**src/rtl/i2s_pkg.sv**
```systemverilog
// ---------------------------------------------------------------------------
// i2s_pkg
// Shared types and constants for the I2S receiver and transmitter.
//   i2s_rx_state_t : receive framing states
//   I2S_DATA_W_DEF : default channel word width
//   WAVE_OFFSET    : XOR mask turning a two's-complement byte into offset binary
// ---------------------------------------------------------------------------
`timescale 1ns/1ps
package i2s_pkg;

  typedef enum logic [1:0] {
    WAIT_SYNC = 2'd0,
    DELAY     = 2'd1,
    SHIFT     = 2'd2
  } i2s_rx_state_t;

  localparam int         I2S_DATA_W_DEF = 16;
  localparam logic [7:0] WAVE_OFFSET    = 8'h80;

endpackage

```
**src/rtl/i2s_sync_edge.sv**
```systemverilog
// ---------------------------------------------------------------------------
// i2s_sync_edge
// STAGES-deep synchronizer for one asynchronous pin, followed by a delayed
// copy of the last stage and registered single-cycle edge pulses.
// An edge on pin_i shows up on rise_o/fall_o STAGES+1 clk cycles later.
// Ports:
//   clk, rst_n : system clock, async active-low reset
//   pin_i      : asynchronous input pin
//   rise_o     : one-cycle pulse on a synchronized rising edge
//   fall_o     : one-cycle pulse on a synchronized falling edge
// ---------------------------------------------------------------------------
`timescale 1ns/1ps
module i2s_sync_edge #(
  parameter int STAGES = 2
) (
  input  logic clk,
  input  logic rst_n,
  input  logic pin_i,
  output logic rise_o,
  output logic fall_o
);

  logic [STAGES-1:0] sync_q;
  logic              dly_q;

  always_ff @(posedge clk or negedge rst_n) begin
    if (!rst_n) begin
      sync_q <= '0;
      dly_q  <= 1'b0;
      rise_o <= 1'b0;
      fall_o <= 1'b0;
    end else begin
      sync_q <= {sync_q[STAGES-2:0], pin_i};
      dly_q  <= sync_q[STAGES-1];
      rise_o <= sync_q[STAGES-1] & ~dly_q;
      fall_o <= ~sync_q[STAGES-1] & dly_q;
    end
  end

endmodule

```
**src/rtl/i2s_receiver.sv**
```systemverilog
// ---------------------------------------------------------------------------
// i2s_receiver
// Oversampling I2S receiver: frames left/right words from ADCDAT, publishes
// each pair with a valid/ready handshake and an offset-binary display byte.
// Optional feature macro: I2S_RX_FRAME_CHECK_EN enables short-channel
// detection on frame_err; without it frame_err is tied to 0.
// Ports:
//   clk, rst_n          : 50 MHz system clock, async active-low reset
//   bclk_in, lrck_in    : I2S bit clock / word clock (async to clk)
//   dat_in              : serial data, sampled on rising bclk
//   sample_l, sample_r  : last completed left/right words
//   wave_out            : sample_l MSB byte in offset binary
//   sample_valid        : pair held on outputs
//   sample_ready        : consumer accepts pair
//   overrun             : sticky, a pair was overwritten before acceptance
//   frame_err           : published pair had a short channel
//
// state     | meaning
// ----------+------------------------------------------------------------
// WAIT_SYNC | after reset, ignore everything until first lrck falling edge
// DELAY     | skip the one-bit I2S slot after an lrck edge
// SHIFT     | shift data bits until the next lrck edge closes the channel
// ---------------------------------------------------------------------------
`timescale 1ns/1ps
module i2s_receiver
  import i2s_pkg::*;
#(
  parameter int DATA_W      = I2S_DATA_W_DEF,
  parameter int SYNC_STAGES = 2
) (
  input  logic              clk,
  input  logic              rst_n,
  input  logic              bclk_in,
  input  logic              lrck_in,
  input  logic              dat_in,
  output logic [DATA_W-1:0] sample_l,
  output logic [DATA_W-1:0] sample_r,
  output logic [7:0]        wave_out,
  output logic              sample_valid,
  input  logic              sample_ready,
  output logic              overrun,
  output logic              frame_err
);

  localparam int              CNT_W    = $clog2(DATA_W + 1);
  localparam logic [CNT_W-1:0] DATA_W_C = CNT_W'(DATA_W);

  logic bclk_rise;
  logic unused_bclk_fall;
  logic lrck_rise;
  logic lrck_fall;
  logic lrck_edge;

  i2s_sync_edge #(.STAGES(SYNC_STAGES)) u_bclk_edge (
    .clk    (clk),
    .rst_n  (rst_n),
    .pin_i  (bclk_in),
    .rise_o (bclk_rise),
    .fall_o (unused_bclk_fall)
  );

  i2s_sync_edge #(.STAGES(SYNC_STAGES)) u_lrck_edge (
    .clk    (clk),
    .rst_n  (rst_n),
    .pin_i  (lrck_in),
    .rise_o (lrck_rise),
    .fall_o (lrck_fall)
  );

  assign lrck_edge = lrck_rise | lrck_fall;

  // Data gets the plain synchronizer; the one-cycle lag of the registered
  // bclk pulse is harmless since dat is stable for a full bclk period.
  logic [SYNC_STAGES-1:0] dat_sync_q;
  logic                   dat_s;

  always_ff @(posedge clk or negedge rst_n) begin
    if (!rst_n) dat_sync_q <= '0;
    else        dat_sync_q <= {dat_sync_q[SYNC_STAGES-2:0], dat_in};
  end

  assign dat_s = dat_sync_q[SYNC_STAGES-1];

  i2s_rx_state_t     state_q;
  logic [CNT_W-1:0]  bit_cnt_q;
  logic [DATA_W-1:0] shreg_q;
  logic [DATA_W-1:0] left_q;
  logic [DATA_W-1:0] sample_l_q;
  logic [DATA_W-1:0] sample_r_q;
  logic [7:0]        wave_q;
  logic              valid_q;
  logic              overrun_q;
  logic [DATA_W-1:0] aligned_d;

  // A short word is moved up so its first bit lands in the MSB.
  assign aligned_d = shreg_q << (DATA_W_C - bit_cnt_q);

`ifdef I2S_RX_FRAME_CHECK_EN
  logic left_short_q;
  logic frame_err_q;
  logic chan_short_d;

  assign chan_short_d = (bit_cnt_q < DATA_W_C);
`endif

  always_ff @(posedge clk or negedge rst_n) begin
    if (!rst_n) begin
      state_q    <= WAIT_SYNC;
      bit_cnt_q  <= '0;
      shreg_q    <= '0;
      left_q     <= '0;
      sample_l_q <= '0;
      sample_r_q <= '0;
      wave_q     <= WAVE_OFFSET;
      valid_q    <= 1'b0;
      overrun_q  <= 1'b0;
`ifdef I2S_RX_FRAME_CHECK_EN
      left_short_q <= 1'b0;
      frame_err_q  <= 1'b0;
`endif
    end else begin
      // Accept first; a publish later in this block overrides it.
      if (valid_q && sample_ready) valid_q <= 1'b0;

      case (state_q)
        WAIT_SYNC: begin
          if (lrck_fall) begin
            state_q   <= DELAY;
            bit_cnt_q <= '0;
            shreg_q   <= '0;
          end
        end
        DELAY, SHIFT: begin
          if (lrck_edge) begin
            state_q   <= DELAY;
            bit_cnt_q <= '0;
            shreg_q   <= '0;
            if (lrck_rise) begin
              left_q <= aligned_d;
`ifdef I2S_RX_FRAME_CHECK_EN
              left_short_q <= chan_short_d;
`endif
            end else begin
              sample_l_q <= left_q;
              sample_r_q <= aligned_d;
              wave_q     <= left_q[DATA_W-1 -: 8] ^ WAVE_OFFSET;
              valid_q    <= 1'b1;
              if (valid_q && !sample_ready) overrun_q <= 1'b1;
`ifdef I2S_RX_FRAME_CHECK_EN
              frame_err_q <= left_short_q | chan_short_d;
`endif
            end
          end else if (bclk_rise) begin
            if (state_q == DELAY) begin
              state_q <= SHIFT;
            end else if (bit_cnt_q < DATA_W_C) begin
              shreg_q   <= {shreg_q[DATA_W-2:0], dat_s};
              bit_cnt_q <= bit_cnt_q + 1'b1;
            end
          end
        end
        default: state_q <= WAIT_SYNC;
      endcase
    end
  end

  assign sample_l     = sample_l_q;
  assign sample_r     = sample_r_q;
  assign wave_out     = wave_q;
  assign sample_valid = valid_q;
  assign overrun      = overrun_q;

`ifdef I2S_RX_FRAME_CHECK_EN
  assign frame_err = frame_err_q;
`else
  assign frame_err = 1'b0;
`endif

endmodule

```
**config.mk**
```make
export PLATFORM = sky130hd
export DESIGN_NAME = i2s_receiver
export DESIGN_NICKNAME = d
export VERILOG_FILES = /design/src/rtl/i2s_pkg.sv /design/src/rtl/i2s_sync_edge.sv /design/src/rtl/i2s_receiver.sv
export SDC_FILE = /design/constraint.sdc
export NUM_CORES = 1
export LEC_CHECK = 0
export ABC_AREA = 1
export CAP_MARGIN = 20
export CORE_UTILIZATION = 33
export DETAILED_ROUTE_END_ITERATION = 16
export DONT_BUFFER_PORTS = 1
export GPL_ROUTABILITY_DRIVEN = 0
export PLACE_DENSITY = 0.48
export RECOVER_POWER = 50
export SLEW_MARGIN = 15
export SYNTH_ARGS = -nofsm -noshare
export SYNTH_HDL_FRONTEND = slang
export SYNTH_SLANG_ARGS = --single-unit
```
**constraint.sdc**
```tcl
create_clock -name clk -period 2.83 [get_ports clk]
set_input_delay 0.566 -clock clk [delete_from_list [all_inputs] [get_ports clk]]
set_output_delay 0.566 -clock clk [all_outputs]
set_load 0.01 [all_outputs]
```
## Yosys cells after proc, flatten, opt, wreduce, memory -nomap -nowiden

Index checks and enable logic that the tools add are counted.

- Add/subtract/negate cells: 2
- Order comparisons: 1
- Equal/unequal tests: 7
- Shifts and indexed selects: 1
- Muxes and demuxes: 21
- Bitwise logic cells: 9
- Reductions and logical operators: 11

Operators with widths:

| cell | count |
|---|---|
| 16-bit two-way mux | 5 |
| 16-bit case mux with 2 select lines | 1 |
| 5-bit two-way mux | 5 |
| 16-bit by 5-bit << shifter with 16-bit output | 1 |
| 5-bit case mux with 2 select lines | 1 |
| 3-bit inequality test, second input constant | 3 |
| 3-bit AND reduction | 3 |
| 2-bit two-way mux | 4 |
| 5-bit by 1-bit adder with 5-bit output, second input constant | 1 |
| 5-bit less-than comparator, second input constant | 1 |
| 1-bit inverter | 5 |
| 5-bit AND reduction | 1 |
| 5-bit subtractor, first input constant | 1 |
| 1-bit two-way mux | 4 |
| 2-bit case mux with 2 select lines | 1 |
| 4-bit AND reduction | 1 |
| 1-bit bitwise AND | 3 |
| 3-bit by 2-bit inequality test with 1-bit output, second input constant | 1 |
| 2-bit by 1-bit equality test with 1-bit output, second input constant | 1 |
| 2-bit equality test, second input constant | 1 |
| 1-bit logical AND | 2 |
| 2-bit zero test | 1 |
| 2-bit by 1-bit inequality test with 1-bit output, second input constant | 1 |
| 2-bit nonzero test | 1 |
| 3 further kinds | 3 |

- Register bits: 92
- Output and inout bits: 43

## Longest topological paths before layout

- Depth after elaboration: 6
- Depth in mapped cells: 16
- Mapped depth without buffers: 12

## Hierarchy

Synthesis repeated with hierarchy kept, for this count alone.

- Cells, all modules: 535
- Area, all modules: 4215.3 sq um

By module, submodules not included:

| module | instances | cells an instance | area each (sq um) |
|---|---|---|---|
| i2s_receiver | 1 | 517 | 3935.0 |
| i2s_sync_edge | 2 | 9 | 140.1 |

## Worst setup path after synthesis

OpenSTA, ideal clock, no wires.

- Path kind: register to register
- From: register bit_cnt_q[0]
- To: register left_q[2]
- Library setup time: 76 ps
- Arrival: 2023 ps
- Slack: 730 ps
- Cell stages (with the launch flop): 13
- Period minus slack after synthesis: 2100 ps
- Cells stage by stage: dfrtp_1 -> buf_6 -> inv_4 -> buf_6 -> buf_4 -> ha_1 -> nand2_1 -> nor2_1 -> ha_1 -> a21oi_4 -> buf_6 -> nand2_2 -> o21ai_1

- Cells in the longest elaborated chain, start to end: 2

Ends and longest elaborated chain:

| element | RTL line | source |
|---|---|---|
| start, declared | i2s_receiver.sv:85 | `logic [CNT_W-1:0] bit_cnt_q;` |
| start signal, assigned | i2s_receiver.sv:158 | `bit_cnt_q <= bit_cnt_q + 1'b1;` |
| 5-bit subtractor | i2s_receiver.sv:96 | `assign aligned_d = shreg_q << (DATA_W_C - bit_cnt_q);` |
| 16-bit by 5-bit << shifter with 16-bit output | i2s_receiver.sv:96 |  |
| end signal, assigned | i2s_receiver.sv:139 | `left_q <= aligned_d;` |
| end, declared | i2s_receiver.sv:87 | `logic [DATA_W-1:0] left_q;` |

Every way passes these cells.
A chain may end at the register's enable or synchronous reset.

## Final worst setup path

- From: register bit_cnt_q[1]
- To: register bit_cnt_q[2]

- Cells in the longest elaborated chain, start to end: 6
- Elaborated cells between the ends (all ways): 9
- Those cells by class: add/sub (1); order compare (1); eq/ne (1); mux (5); reduce/logical (1)

Ends and longest elaborated chain:

| element | RTL line | source |
|---|---|---|
| 5-bit by 1-bit adder with 5-bit output | i2s_receiver.sv:158 |  |
| 5-bit two-way mux | i2s_receiver.sv:156 | `end else if (bit_cnt_q < DATA_W_C) begin` |
| 5-bit two-way mux | i2s_receiver.sv:154 | `if (state_q == DELAY) begin` |
| 5-bit two-way mux | i2s_receiver.sv:153 | `end else if (bclk_rise) begin` |
| 5-bit two-way mux | i2s_receiver.sv:134 | `if (lrck_edge) begin` |
| 5-bit case mux with 2 select lines | i2s_receiver.sv:125 | `case (state_q)` |

Parallel ways exist; a longest one is shown, timed or not. The select of a mux whose other input is x is not followed.

==> impl_metrics.toml <==
[sta]
timing_hold_violations_final = 0
clock_skews_ns = 0.00957
drv_slew = 85
hold_ws_ns = 0.0557
slew_headroom_pct = -36.9
fin_setup_tns_ns = 0
timing_worst_slew_pin_value_ns = 2.05
fmax_mhz = 433
timing.final.crit_share_pct = 81.6
setup_viol = 0
timing.final.crit_period_ns = 2.31
rsz_0062_raised_after_global_routing = "false"

[placed_design]
post-dp-hpwl_um = 5930
portBuffers = 0

[global_routing]
total_routing_resource_utilization_after_global_routing_pct = 15.3
grt_start_max_net_pins = 85
grt_antenna_before_repair = 0
first_global_vias = 3052
wire_length_of_the_first_global_routing_pass_um = 15400
gr-total-overflow = 0

[critical_path]
cp_top_family = "simple AND/OR/NAND/NOR gates"
max_stage_delay_cell_worst_path = "sky130_fd_sc_hd__nand3_2"
worstPathCellList = "inv_1 -> ha_1 -> nand2_1 -> nor2_1 -> ha_1 -> inv_1 -> nand2_1 -> nand2_1 -> nand3_2 -> o21ai_1"
cpPeakStageDelay_ns = 0.56
capturing_element_type_of_the_critical_path = "flop"
cp_data_required_time_ns = 3.07
worst_setup_path_start_kind = "flop"
crit_type = "reg2reg"
critPathMostFrequentCell = "sky130_fd_sc_hd__nand2_1"
critPathMaxFanout = 42
count_of_buffer_and_inverter_cells_on_the_critical_path = 2
timing.critical_path.arrival_ns = 2.55

[floorplan]
die_height_um = 114
die_w_um = 114
floorplan.rows = 40
num_io_pins = 49
start_util_pct = 34.2
design.die.area_sq_um = 13000
placeable_core_area_sq_um = 12100

[yosys]
synthFlopType = "sky130_fd_sc_hd__dfrtp_1"
synth_enable_flop_cells = 0
avgSynthCellArea_sq_um = 7.93
yosys_register_bits = 85
synth.lib_cells_used.distinct = 31
synthesis.nets = 535
post_synthesis_cell_area_sq_um = 4150
synth-seq-area-share_pct = 51.3
async_reset_ff_share_pct = 100
synthesis.yosys.warnings = 0
syn-instance-count = 523

[detailed_routing]
first_pass_iters = 4
vias_per_cell = 4.61
drc_errors = 0
total_number_of_vias = 3132
routed_wl_um = 8850
drt_first_iter_violations = 222
routed_wire_length_per_instance_um = 13.0
ant_nets = 0

[status]
failed_checks = "max-capacitance violations, max-slew violations"
result_of_the_run = "finished, violations left"

[layout]
area_delta_synth_final_pct = 8.78
finalCoreUtilization_pct = 37.2
fin_nets = 519
post_route_cells_drive_above_1_share_pct = 8.01
num_antenna_cells = 0
count_of_filler_cells_inserted_in_the_layout = 1295

[pwr]
p_total_uw = 4930
max-vdd-ir-drop_mv = 0.374
power_per_cell_area_nw_per_um2 = 1090
leakagePower_uw = 0.00224

[clocking]
root_buffer = "sky130_fd_sc_hd__clkbuf_16"
cts_tree = "done"
clock-sinks = 85
htreeDepth = 3
clk_pin_slew_worst_paths_ns = 0.06
buffer_depth_of_the_longest_clock_path = 2
numCtsBuffers = 9
clock_latency_ns = 0.35

[worst_hold_path]
min-delay-path-class = "in2async"

[run]
cap_violations = 1
==> cells by family after synthesis <==
group                    count (synthesis)  share of synthesized area, %
AO/OA/AOI/OAI                           48                          6.46
adder cells (fa/ha/maj)                  6                          1.81
buffers and inverters                   60                          7.42
flip-flops                              85                          51.3
other                                    1                        0.0904
AND/OR/NAND/NOR                        323                          32.9
==> sequential cells by signal, indices dropped and copies added (netlist names), 2 cells and up <==
| signal | count |
|---|---|
| bit_cnt_q | 5 |
| dat_sync_q | 2 |
| left_q | 16 |
| sample_l | 16 |
| sample_r | 16 |
| shreg_q | 16 |
| state_q | 2 |
| u_bclk_edge.sync_q | 2 |
| u_lrck_edge.sync_q | 2 |
==> layout make-up <==
class                   instances  area [sq um]  share of cell area (%)
clock buffers                  12           246                    5.46
inverters                      28           108                    2.39
multi-input cells             378          1710                    37.9
well taps                     168           210                    4.66
clock inverters                 4          72.6                    1.61
flip-flops and latches         85          2130                    47.2
repair buffers                  5          35.0                   0.777
==> stage by stage <==
| step | setup WS (ns) | area, sq um | std cells |
|---|---|---|---|
| after detailed placement | 0.562 | 4190 | 663 |
| final | 0.519 | 4510 | 680 |
| after global routing | 0.214 | 4510 | 680 |
| after global placement | 0.624 | 4190 | 663 |
| after floorplan | 0.730 | 4150 | 523 |
| after CTS | 0.494 | 4530 | 680 |
==> final timing paths <==
kind                                     from                     to  slack [ns]  depth (start not counted)
worst max-delay path             bit_cnt_q[1]           bit_cnt_q[2]        0.52                         10
worst min-delay path                    rst_n            wave_out[7]        0.06                          0
worst max register to register   bit_cnt_q[1]           bit_cnt_q[2]        0.52                         10
worst min register to register  dat_sync_q[0]          dat_sync_q[1]        0.35                          0
max in group asynchronous               rst_n            sample_r[6]        0.80                          1
min in group clk                      bclk_in  u_bclk_edge.sync_q[0]        0.25                          0
==> synth_stat cells, types with 2 or more instances <==
master                     count  area [sq um]
sky130_fd_sc_hd__inv_1        23          86.3
sky130_fd_sc_hd__nand4_1       5          31.3
sky130_fd_sc_hd__buf_4         9          67.6
sky130_fd_sc_hd__nand2_4       2          22.5
sky130_fd_sc_hd__ha_1          6          75.1
sky130_fd_sc_hd__nor2_2        2          12.5
sky130_fd_sc_hd__nand3_2       2          20.0
sky130_fd_sc_hd__buf_6         4          45.0
sky130_fd_sc_hd__clkbuf_1      5          18.8
sky130_fd_sc_hd__o21a_1        2          15.0
sky130_fd_sc_hd__nor2_1       13          48.8
sky130_fd_sc_hd__o21ai_0       8          40.0
sky130_fd_sc_hd__o21ai_1      31           155
sky130_fd_sc_hd__nand2_1     238           893
sky130_fd_sc_hd__nor2_4        2          22.5
sky130_fd_sc_hd__nand2_2       4          25.0
sky130_fd_sc_hd__o21bai_1      2          15.0
sky130_fd_sc_hd__dfrtp_1      84          2100
sky130_fd_sc_hd__a21oi_1       2          10.0
sky130_fd_sc_hd__inv_2         4          15.0
sky130_fd_sc_hd__buf_2        13          65.1
sky130_fd_sc_hd__nand3_1      53           265
==> per-layer routing <==
metal	part of all wire, %	global-route usage [%]
met1	49	19.9
met2	45	23.6
met3	3.7	3.92
met4	2.5	7.36
met5	0	0
==> placed cells by master (no fill, tap or decap), drive strengths merged <==
| cell | instances |
|---|---|
| a21oi | 3 |
| a22oi | 1 |
| buf | 4 |
| bufinv | 2 |
| clkbuf | 13 |
| clkinv | 1 |
| clkinvlp | 1 |
| conb | 1 |
| dfrtp | 84 |
| dfstp | 1 |
| ha | 6 |
| inv | 28 |
| nand2 | 244 |
| nand3 | 55 |
| nand4 | 5 |
| nor2 | 17 |
| nor3 | 1 |
| o21a | 2 |
| o21ai | 40 |
| o21bai | 2 |
| or2 | 1 |
==> power breakdown <==
group	total, uW	internal (uW)	switching (uW)
clock network	1260	796	461
registers	1840	1510	330
logic	1840	535	1300
==> what timing repair did <==
action / 4_1_cts / 5_1_grt
setup buffers: 0 / 0
hold buffers: 1 / 0
resized for setup: 0 / 0
hold endpoints to repair: 84 / 0
==> worst register-to-register path, cell delays in order (launching register included) <==
cell and delay (ns):
sky130_fd_sc_hd__dfrtp_1 0.47, sky130_fd_sc_hd__inv_1 0.07, sky130_fd_sc_hd__ha_1 0.20, sky130_fd_sc_hd__nand2_1 0.10
sky130_fd_sc_hd__nor2_1 0.05, sky130_fd_sc_hd__ha_1 0.19, sky130_fd_sc_hd__inv_1 0.05, sky130_fd_sc_hd__nand2_1 0.07
sky130_fd_sc_hd__nand2_1 0.07, sky130_fd_sc_hd__nand3_2 0.56, sky130_fd_sc_hd__o21ai_1 0.38
(Power assumes the default switching activity.)
